`config.mk`:
```
export PLATFORM = sky130hd
export DESIGN_NAME = mem_arbiter
export DESIGN_NICKNAME = d
export VERILOG_FILES = /design/src/rtl/cpu_defs.sv /design/src/rtl/mem_arb_select.sv /design/src/rtl/mem_arbiter.sv
export SDC_FILE = /design/constraint.sdc
export NUM_CORES = 1
export LEC_CHECK = 0
export CELL_PAD_IN_SITES_DETAIL_PLACEMENT = 1
export CELL_PAD_IN_SITES_GLOBAL_PLACEMENT = 2
export CORE_MARGIN = 2
export CORE_UTILIZATION = 16
export DETAILED_ROUTE_END_ITERATION = 12
export PLACE_DENSITY_LB_ADDON = 0.25
export SYNTH_ARGS = -nofsm -noshare
export SYNTH_HDL_FRONTEND = slang
export SYNTH_HIERARCHICAL = 1
export SYNTH_SLANG_ARGS = --single-unit
```
`constraint.sdc`:
```
create_clock -name clk -period 2.15 [get_ports clk]
set_input_delay 0.43 -clock clk [delete_from_list [all_inputs] [get_ports clk]]
set_output_delay 0.43 -clock clk [all_outputs]
set_load 0.02 [all_outputs]
```
`src/rtl/cpu_defs.sv`:
```
// Shared types for the two-master memory arbiter: FSM states, owner encoding
// and the latched address-phase request.
package cpu_defs;

    localparam int unsigned MEM_ADDR_WIDTH = 32;
    localparam int unsigned MEM_LEN_WIDTH  = 8;

    typedef enum logic [2:0] {
        ARB_IDLE,
        ARB_ADDR,
        ARB_RDATA,
        ARB_WDATA,
        ARB_WRESP
    } mem_arb_state_t;

    typedef enum logic {
        ARB_OWNER_D,
        ARB_OWNER_I
    } mem_arb_owner_t;

    typedef struct packed {
        logic [MEM_ADDR_WIDTH-1:0] addr;
        logic [MEM_LEN_WIDTH-1:0]  len;
        logic                      we;
    } mem_req_t;

    function automatic mem_arb_owner_t other_owner(input mem_arb_owner_t owner);
        return (owner == ARB_OWNER_D) ? ARB_OWNER_I : ARB_OWNER_D;
    endfunction

endpackage

```
`src/rtl/mem_arb_select.sv`:
```
// Combinational winner selection between icache and dcache requests.
// MEM_ARB_ROUND_ROBIN_EN selects round-robin tie-break; otherwise dcache wins ties.
module mem_arb_select
    import cpu_defs::*;
(
    input  logic           i_ireq,
    input  logic           i_dreq,
    input  mem_arb_owner_t i_last_owner,
    output mem_arb_owner_t o_winner
);

`ifdef MEM_ARB_ROUND_ROBIN_EN
    always_comb begin
        o_winner = ARB_OWNER_D;
        if (i_ireq && i_dreq) begin
            o_winner = other_owner(i_last_owner);
        end else if (i_ireq) begin
            o_winner = ARB_OWNER_I;
        end
    end
`else
    // A data miss blocks the older instruction at MEM, so dcache always wins.
    logic w_unused_last_owner;
    assign w_unused_last_owner = i_last_owner;

    always_comb begin
        o_winner = ARB_OWNER_D;
        if (i_ireq && !i_dreq) begin
            o_winner = ARB_OWNER_I;
        end
    end
`endif

endmodule

```
`src/rtl/mem_arbiter.sv`:
```
// Two-master burst arbiter sharing the external memory port between icache and dcache.
// Build option MEM_ARB_ROUND_ROBIN_EN switches tie-break from dcache-priority to round-robin.
module mem_arbiter
    import cpu_defs::*;
#(
    parameter int unsigned BUS_WIDTH = 32,
    parameter int unsigned LEN_WIDTH = 8
) (
    input  logic                 clk,
    input  logic                 rst,
    // icache master
    input  logic                 i_req,
    input  logic [31:0]          i_addr,
    input  logic [LEN_WIDTH-1:0] i_len,
    output logic                 i_gnt,
    output logic                 i_rvalid,
    output logic [BUS_WIDTH-1:0] i_rdata,
    output logic                 i_rlast,
    // dcache master
    input  logic                 d_req,
    input  logic [31:0]          d_addr,
    input  logic [LEN_WIDTH-1:0] d_len,
    input  logic                 d_we,
    output logic                 d_gnt,
    output logic                 d_rvalid,
    output logic [BUS_WIDTH-1:0] d_rdata,
    output logic                 d_rlast,
    input  logic [BUS_WIDTH-1:0] d_wdata,
    output logic                 d_wready,
    output logic                 d_bvalid,
    // memory port
    output logic                 m_req,
    output logic [31:0]          m_addr,
    output logic [LEN_WIDTH-1:0] m_len,
    output logic                 m_we,
    input  logic                 m_ack,
    input  logic                 m_rvalid,
    input  logic [BUS_WIDTH-1:0] m_rdata,
    input  logic                 m_rlast,
    output logic                 m_wvalid,
    output logic [BUS_WIDTH-1:0] m_wdata,
    output logic                 m_wlast,
    input  logic                 m_wready,
    input  logic                 m_bvalid
);

    mem_arb_state_t       r_state;
    mem_arb_state_t       w_state_nxt;
    mem_arb_owner_t       r_owner;
    mem_arb_owner_t       r_rr_ptr;
    mem_arb_owner_t       w_winner;
    mem_arb_owner_t       w_last_owner;
    mem_req_t             r_req;
    logic [LEN_WIDTH-1:0] r_beat_cnt;
    logic                 w_start;
    logic                 w_wlast;
    logic                 w_done;

    // r_rr_ptr names the master favoured on the next tie (reset favours dcache).
    assign w_last_owner = other_owner(r_rr_ptr);
    assign w_start      = (r_state == ARB_IDLE) && (i_req || d_req);
    assign w_wlast      = (r_beat_cnt == LEN_WIDTH'(r_req.len));
    assign w_done       = ((r_state == ARB_RDATA) && m_rvalid && m_rlast) ||
                          ((r_state == ARB_WRESP) && m_bvalid);

    mem_arb_select u_select (
        .i_ireq       (i_req),
        .i_dreq       (d_req),
        .i_last_owner (w_last_owner),
        .o_winner     (w_winner)
    );

    // State register
    always_ff @(posedge clk or negedge rst) begin
        if (!rst) begin
            r_state <= ARB_IDLE;
        end else begin
            r_state <= w_state_nxt;
        end
    end

    // Owner/request latch and write beat counter
    always_ff @(posedge clk or negedge rst) begin
        if (!rst) begin
            r_owner    <= ARB_OWNER_D;
            r_req      <= '0;
            r_beat_cnt <= '0;
        end else if (w_start) begin
            r_owner    <= w_winner;
            r_beat_cnt <= '0;
            if (w_winner == ARB_OWNER_I) begin
                r_req.addr <= i_addr;
                r_req.len  <= MEM_LEN_WIDTH'(i_len);
                r_req.we   <= 1'b0;
            end else begin
                r_req.addr <= d_addr;
                r_req.len  <= MEM_LEN_WIDTH'(d_len);
                r_req.we   <= d_we;
            end
        end else if ((r_state == ARB_WDATA) && m_wready && !w_wlast) begin
            // Counter stops at len_q, so it can never wrap.
            r_beat_cnt <= r_beat_cnt + LEN_WIDTH'(1);
        end
    end

    // Round-robin pointer moves to the other master when a transaction completes
    always_ff @(posedge clk or negedge rst) begin
        if (!rst) begin
            r_rr_ptr <= ARB_OWNER_D;
        end else if (w_done) begin
            r_rr_ptr <= other_owner(r_owner);
        end
    end

    // Next-state and output decode
    always_comb begin
        w_state_nxt = r_state;
        m_req       = 1'b0;
        m_addr      = '0;
        m_len       = '0;
        m_we        = 1'b0;
        i_gnt       = 1'b0;
        d_gnt       = 1'b0;
        i_rvalid    = 1'b0;
        i_rdata     = '0;
        i_rlast     = 1'b0;
        d_rvalid    = 1'b0;
        d_rdata     = '0;
        d_rlast     = 1'b0;
        d_wready    = 1'b0;
        d_bvalid    = 1'b0;
        m_wvalid    = 1'b0;
        m_wdata     = '0;
        m_wlast     = 1'b0;

        case (r_state)
            ARB_IDLE: begin
                if (i_req || d_req) begin
                    w_state_nxt = ARB_ADDR;
                end
            end
            ARB_ADDR: begin
                m_req  = 1'b1;
                m_addr = r_req.addr;
                m_len  = LEN_WIDTH'(r_req.len);
                m_we   = r_req.we;
                if (m_ack) begin
                    i_gnt       = (r_owner == ARB_OWNER_I);
                    d_gnt       = (r_owner == ARB_OWNER_D);
                    w_state_nxt = r_req.we ? ARB_WDATA : ARB_RDATA;
                end
            end
            ARB_RDATA: begin
                if (r_owner == ARB_OWNER_I) begin
                    i_rvalid = m_rvalid;
                    i_rdata  = m_rdata;
                    i_rlast  = m_rlast;
                end else begin
                    d_rvalid = m_rvalid;
                    d_rdata  = m_rdata;
                    d_rlast  = m_rlast;
                end
                if (m_rvalid && m_rlast) begin
                    w_state_nxt = ARB_IDLE;
                end
            end
            ARB_WDATA: begin
                m_wvalid = 1'b1;
                m_wdata  = d_wdata;
                m_wlast  = w_wlast;
                d_wready = m_wready;
                if (m_wready && w_wlast) begin
                    w_state_nxt = ARB_WRESP;
                end
            end
            ARB_WRESP: begin
                if (m_bvalid) begin
                    d_bvalid    = 1'b1;
                    w_state_nxt = ARB_IDLE;
                end
            end
            default: begin
                w_state_nxt = ARB_IDLE;
            end
        endcase
    end

endmodule

```
==> flow_summary.yaml, run 1 <==
setup_path:
  end_kind: "primary output"
  worstPathMaxFanout: 6
  path_class: "flop to primary output"
  r2r_end: "r_beat_cnt[6]$_DFFE_PN0P_"
  cp.arrival_ps: 1750
  critPathRequiredTime_ps: 1720
  r2r_cells: 9
  r2r_start: "r_state[0]$_DFFE_PN0P_"
  cp-start-kind: "flop"
  reg2reg_slack_ps: 100
sta:
  finalCriticalPeriod_ps: 2180
  worst_slack_ps: -25.6
  relSlewSlack: 0.619
  worst_slew_pin_slew_ps: 571
  slew_violations: 0
  hold_violations: 0
  fin_skew_ps: 3.71
  rsz0062_at_grt: "true"
  setup_viol: 25
  finalSetupTns_ps: -256
  max_freq_mhz: 460
  period_share: 1.01
  whs_ps: 128
cts:
  clock_sinks: 53
  cts_tree: "done"
  clk_path_buf_depth: 2
  root_buffer: "clkbuf_16"
  clk_pin_slew_ps: 70
  cts_buffers: 5
  worstSkewPairLatency_ps: 290
  h-tree-depth: 2
route:
  drt-total-wl_mm: 19.3
  post_drt_via_cell_ratio: 4.15
  vias: 4329
  wire_per_inst_microns: 18.6
  dr.pass1.iters: 4
  drc_errors: 0
  antenna_left: 0
  drt_iter0_markers: 78
global_routing:
  grt_max_degree: 49
  grt_pass1_wl_mm: 29.0
  grt_pass1_vias: 4776
  grt_usage: 0.159
  globalRouteOverflowTotal: 0
  antenna_found_initial: 1
status:
  outcome: "finished with violations"
  violations: "setup timing"
power:
  p_int_uw: 4740
  combinationalPowerShare: 0.690
  vdd_drop_max_v: 0.000302
  sequentialPowerShare: 0.200
  p_per_area_mw_per_mm2: 1080
  power.share.switching: 0.429
  clockPowerShare: 0.111
  power_uw: 8300
  p_switching_uw: 3560
  p_leak_uw: 0.00371
floorplanning:
  die_h_microns: 153
  num_io_pins: 302
  start_util: 0.163
  row_count: 54
  core_area_sq_mm: 0.0219
  die_w_microns: 153
  die_area_sq_mm: 0.0235
placement:
  io_buffers: 301
  placed_area_sq_mm: 0.00718
  gp_congestion: 0.847
  place_hpwl_mm: 14.8
logic_synthesis:
  syn_avg_cell_area_sq_um: 8.44
  synthCells: 423
  yosysWarnings: 6
  syn-cell-area_sq_mm: 0.00357
  syn_nets: 578
final_layout:
  area_growth_pct: 116
  seqCellArea_sq_mm: 0.00133
  multiInputGateArea_sq_mm: 0.00231
  final_nets: 916
  fillers: 2501
  drive_gt1_frac: 0.399
  fin_util: 0.352
  final_area_sq_mm: 0.00770
job:
  max-cap-violations: 0
worst_hold_path:
  hold_path.class: "input pin to asynchronous set/reset pin"
per-stage QoR:
step / cells / setup slack [ps]
4_1_cts: 1041 / -164
3_3_place_gp: 1010 / -111
5_1_grt: 1042 / -87.9
6_report: 1042 / -25.6
3_5_place_dp: 1010 / -213
2_1_floorplan: 423 / 142
cell usage in the layout (no fill, tap or decap), types with 2 or more instances in the layout:
cell               n
clkdlybuf4s50_1  152
buf_6             87
and2_4            72
buf_2             68
dfrtp_1           51
nand2_1           47
o21ai_0           44
and3_1            42
mux2i_1           40
buf_4             40
and2_1            31
xnor2_1            7
clkbuf_16          7
buf_12             7
nand3_1            5
o31ai_1            5
buf_8              5
nor2_1             4
buf_16             4
inv_1              3
o211ai_1           3
a21oi_1            3
nand4_1            2
a21o_1             2
or4_1              2
a31oi_1            2
dlygate4sd2_1      2
dfrtp_2            2
cell type report:
class | count | area share
antenna | 1 | 0.000325
clock buffer | 5 | 0.0162
clock inverter | 2 | 0.00455
inverter | 4 | 0.00195
multi-input combinational | 330 | 0.300
sequential | 53 | 0.172
tap | 280 | 0.0455
timing repair buffer | 367 | 0.459
power by group through the flow:
stage | logic (uW) | clock network [uW] | registers [uW]
2_1_floorplan | 2460 | 0 | 1600
3_3_place_gp | 5070 | 0 | 1650
3_5_place_dp | 5150 | 0 | 1680
4_1_cts | 5530 | 972 | 1670
5_1_grt | 6160 | 987 | 1710
6_report | 5730 | 918 | 1660
worst max-delay path by stage:
stage	from	end	depth (start not counted)	slack (ps)
after floorplan	r_state[0]$_DFFE_PN0P_	i_rdata[10]	4	140
after global placement	m_rdata[28]	d_rdata[28]	3	-110
after detailed placement	r_state[0]$_DFFE_PN0P_	i_rdata[2]	4	-210
after CTS	r_state[0]$_DFFE_PN0P_	i_rdata[13]	6	-160
after global routing	r_state[0]$_DFFE_PN0P_	i_rdata[2]	6	-90
final	r_state[0]$_DFFE_PN0P_	i_rdata[4]	6	-30
routing by layer:
| metal | track usage | part of all wire | wire length [microns] | vias up |
|---|---|---|---|---|
| met5 | 0 | 0 | 0 | - |
| met4 | 0.0450 | 0.028 | 544 | 0 |
| met3 | 0.0417 | 0.064 | 1240 | 19 |
| met2 | 0.310 | 0.54 | 10400 | 193 |
| met1 | 0.167 | 0.37 | 7150 | 2021 |
| li1 | - | - | - | 2096 |
timing repair:
| action | in CTS | in global routing |
|---|---|---|
| hold buffers | 0 | 0 |
| endpoints found under the setup margin | 144 | 133 |
| gates resized for setup | 691 | 106 |
| cloned | 8 | 2 |
| pin swaps | 13 | 25 |
| buffers inserted | 16 | 5 |
registers in the layout, summed over array words and instances, names as in the netlist:
name / count
r_beat_cnt: 8
r_owner: 1
r_req: 41
r_state: 3
worst max-delay path: stages, from the launching register on:
cell       delay, ps
dfrtp_2          430
buf_6            130
nor4b_4          320
buf_6            180
clkbuf_16        150
and2_4           140
buf_6            110
No activity file was read; power rests on OpenSTA's default activity.
==> inputs of run 2 (changes only) <==
--- a/config.mk
+++ b/config.mk
@@ -5,11 +5,13 @@
 export SDC_FILE = /design/constraint.sdc
 export NUM_CORES = 1
 export LEC_CHECK = 0
+export CAP_MARGIN = 20
 export CELL_PAD_IN_SITES_DETAIL_PLACEMENT = 1
 export CELL_PAD_IN_SITES_GLOBAL_PLACEMENT = 2
 export CORE_MARGIN = 2
 export CORE_UTILIZATION = 16
 export DETAILED_ROUTE_END_ITERATION = 12
+export HOLD_SLACK_MARGIN = 0.1
 export PLACE_DENSITY_LB_ADDON = 0.25
 export SYNTH_ARGS = -nofsm -noshare
 export SYNTH_HDL_FRONTEND = slang
==> results of run 2 <==
The final DEF is identical to that of run 1; final timing and power are the same.
==> inputs of run 3 (changes only) <==
--- a/config.mk
+++ b/config.mk
@@ -8,11 +8,11 @@
 export CAP_MARGIN = 20
 export CELL_PAD_IN_SITES_DETAIL_PLACEMENT = 1
 export CELL_PAD_IN_SITES_GLOBAL_PLACEMENT = 2
-export CORE_MARGIN = 2
 export CORE_UTILIZATION = 16
 export DETAILED_ROUTE_END_ITERATION = 12
 export HOLD_SLACK_MARGIN = 0.1
 export PLACE_DENSITY_LB_ADDON = 0.25
+export SKIP_CTS_REPAIR_TIMING = 1
 export SYNTH_ARGS = -nofsm -noshare
 export SYNTH_HDL_FRONTEND = slang
 export SYNTH_HIERARCHICAL = 1
==> run 3 against run 2 <==
The run still ends with setup timing left. Highest routed layer is now met5. Critical path type unchanged. Non-clock buffer count shrank 7. Hold slack worse by 25 ps. First-iteration DRC count decreased by 35%.
==> flow_summary.yaml, run 3 (synthesis results as in run 1) <==
status:
  outcome: "finished with violations"
  violations: "setup timing"
sta:
  slew_violations: 0
  worst_slack_ps: -192
  finalSetupTns_ps: -4960
  relSlewSlack: 0.771
  fin_skew_ps: 9.71
  max_freq_mhz: 427
  setup_viol: 50
  rsz0062_at_grt: "true"
  period_share: 1.09
  worst_slew_pin_slew_ps: 344
  hold_violations: 0
  finalCriticalPeriod_ps: 2340
global_routing:
  antenna_found_initial: 1
  grt_pass1_vias: 4403
  grt_pass1_wl_mm: 24.9
  globalRouteOverflowTotal: 0
  grt_usage: 0.143
  grt_max_degree: 54
route:
  drt-total-wl_mm: 18.0
  dr.pass1.iters: 4
  antenna_left: 0
  wire_per_inst_microns: 17.4
  post_drt_via_cell_ratio: 4.16
  vias: 4297
  drc_errors: 0
  drt_iter0_markers: 51
setup_path:
  cp.arrival_ps: 1910
  crit_family: "buffers and inverters"
  path_buf_inv: 6
  end_kind: "primary output"
  path_cells: "nor4_2 > buf_4 > buf_6 > buf_8 > buf_4 > clkbuf_16 > and2_4 > buf_6"
  path_class: "flop to primary output"
  cp-start-kind: "flop"
  worstPathMaxFanout: 6
  reg2reg_slack_ps: 100
  crit_start: "r_state[0]$_DFFE_PN0P_"
  critPathSlowestCell: "dfrtp_2"
  max_stage_delay_ps: 460
  critPathRequiredTime_ps: 1720
  r2r_start: "r_state[0]$_DFFE_PN0P_"
floorplanning:
  num_io_pins: 302
  die_w_microns: 151
  die_area_sq_mm: 0.0229
  die_h_microns: 151
  row_count: 54
  start_util: 0.163
  core_area_sq_mm: 0.0219
placement:
  pre_cts_ws_ps: -147
  place_hpwl_mm: 14.0
  place_inst: 1008
  gp_congestion: 0.793
  io_buffers: 301
cts:
  clk_pin_slew_ps: 70
  h-tree-depth: 2
  cts_buffers: 5
  worstSkewPairLatency_ps: 290
  clock_sinks: 53
  root_buffer: "clkbuf_16"
  cts_tree: "done"
  clk_path_buf_depth: 2
power:
  p_per_area_mw_per_mm2: 1030
  power_uw: 7920
  p_leak_uw: 0.00416
  vdd_drop_max_v: 0.000309
final_layout:
  largest_registers: "r_req: 41 flops, r_beat_cnt: 8 flops, r_state: 3 flops"
  fillers: 2459
  final_common_cell: "clkdlybuf4s50_1"
  drive_gt1_frac: 0.322
  area_growth_pct: 116
  antenna_cells: 0
  stdcell_count: 1034
  final_nets: 909
  final_cell_mix: "152 x clkdlybuf4s50_1, 65 x buf_6, 54 x and2_4"
  fin_util: 0.353
  largest_reg_flops: 41
  largest_register: "r_req"
job:
  max-cap-violations: 0
worst_hold_path:
  hold_path.class: "input pin to asynchronous set/reset pin"
-- run 3: cell type report --
cell class              count  area [sq um]  area share
repair buffers            360          3610       0.468
multi-input cells         330          2270       0.294
flip-flops and latches     53          1330       0.172
well taps                 280           350      0.0454
clock buffers               6           139      0.0180
inverters                   4          15.0     0.00194
clock inverters             1          7.51    0.000972
-- run 3: routing by layer --
layer,GRT usage,wire [microns],vias to the layer above
met5,0,13,-
met4,0.0265,155,2
met3,0.0373,1500,13
met2,0.282,9620,181
met1,0.150,6700,2017
li1,-,-,2084
-- run 3: stage by stage --
stage	hold slack, ps	instance area, sq um
final	103	7720
after floorplan	134	3570
after global routing	133	7720
after detailed placement	463	7190
after global placement	455	7190
after CTS	144	7340
-- run 3: final timing paths --
| path | end | cells after the start |
|---|---|---|
| hold reg to reg | r_req[9]$_DFFE_PN0P_ | 2 |
| hold / removal | r_owner$_DFFE_PN0P_ | 2 |
| max in group asynchronous | r_req[25]$_DFFE_PN0P_ | 2 |
| min in group clk | r_req[9]$_DFFE_PN0P_ | 2 |
| setup / recovery | d_rdata[15] | 8 |
| setup reg to reg | r_beat_cnt[6]$_DFFE_PN0P_ | 8 |
-- run 3: power by group --
group	leakage (uW)	total [uW]	internal [uW]	switching [uW]
clock network	0.0000690	830	458	372
registers	0.000669	1670	1410	253
logic	0.00342	5420	2650	2770
total	0.00416	7920	4520	3400
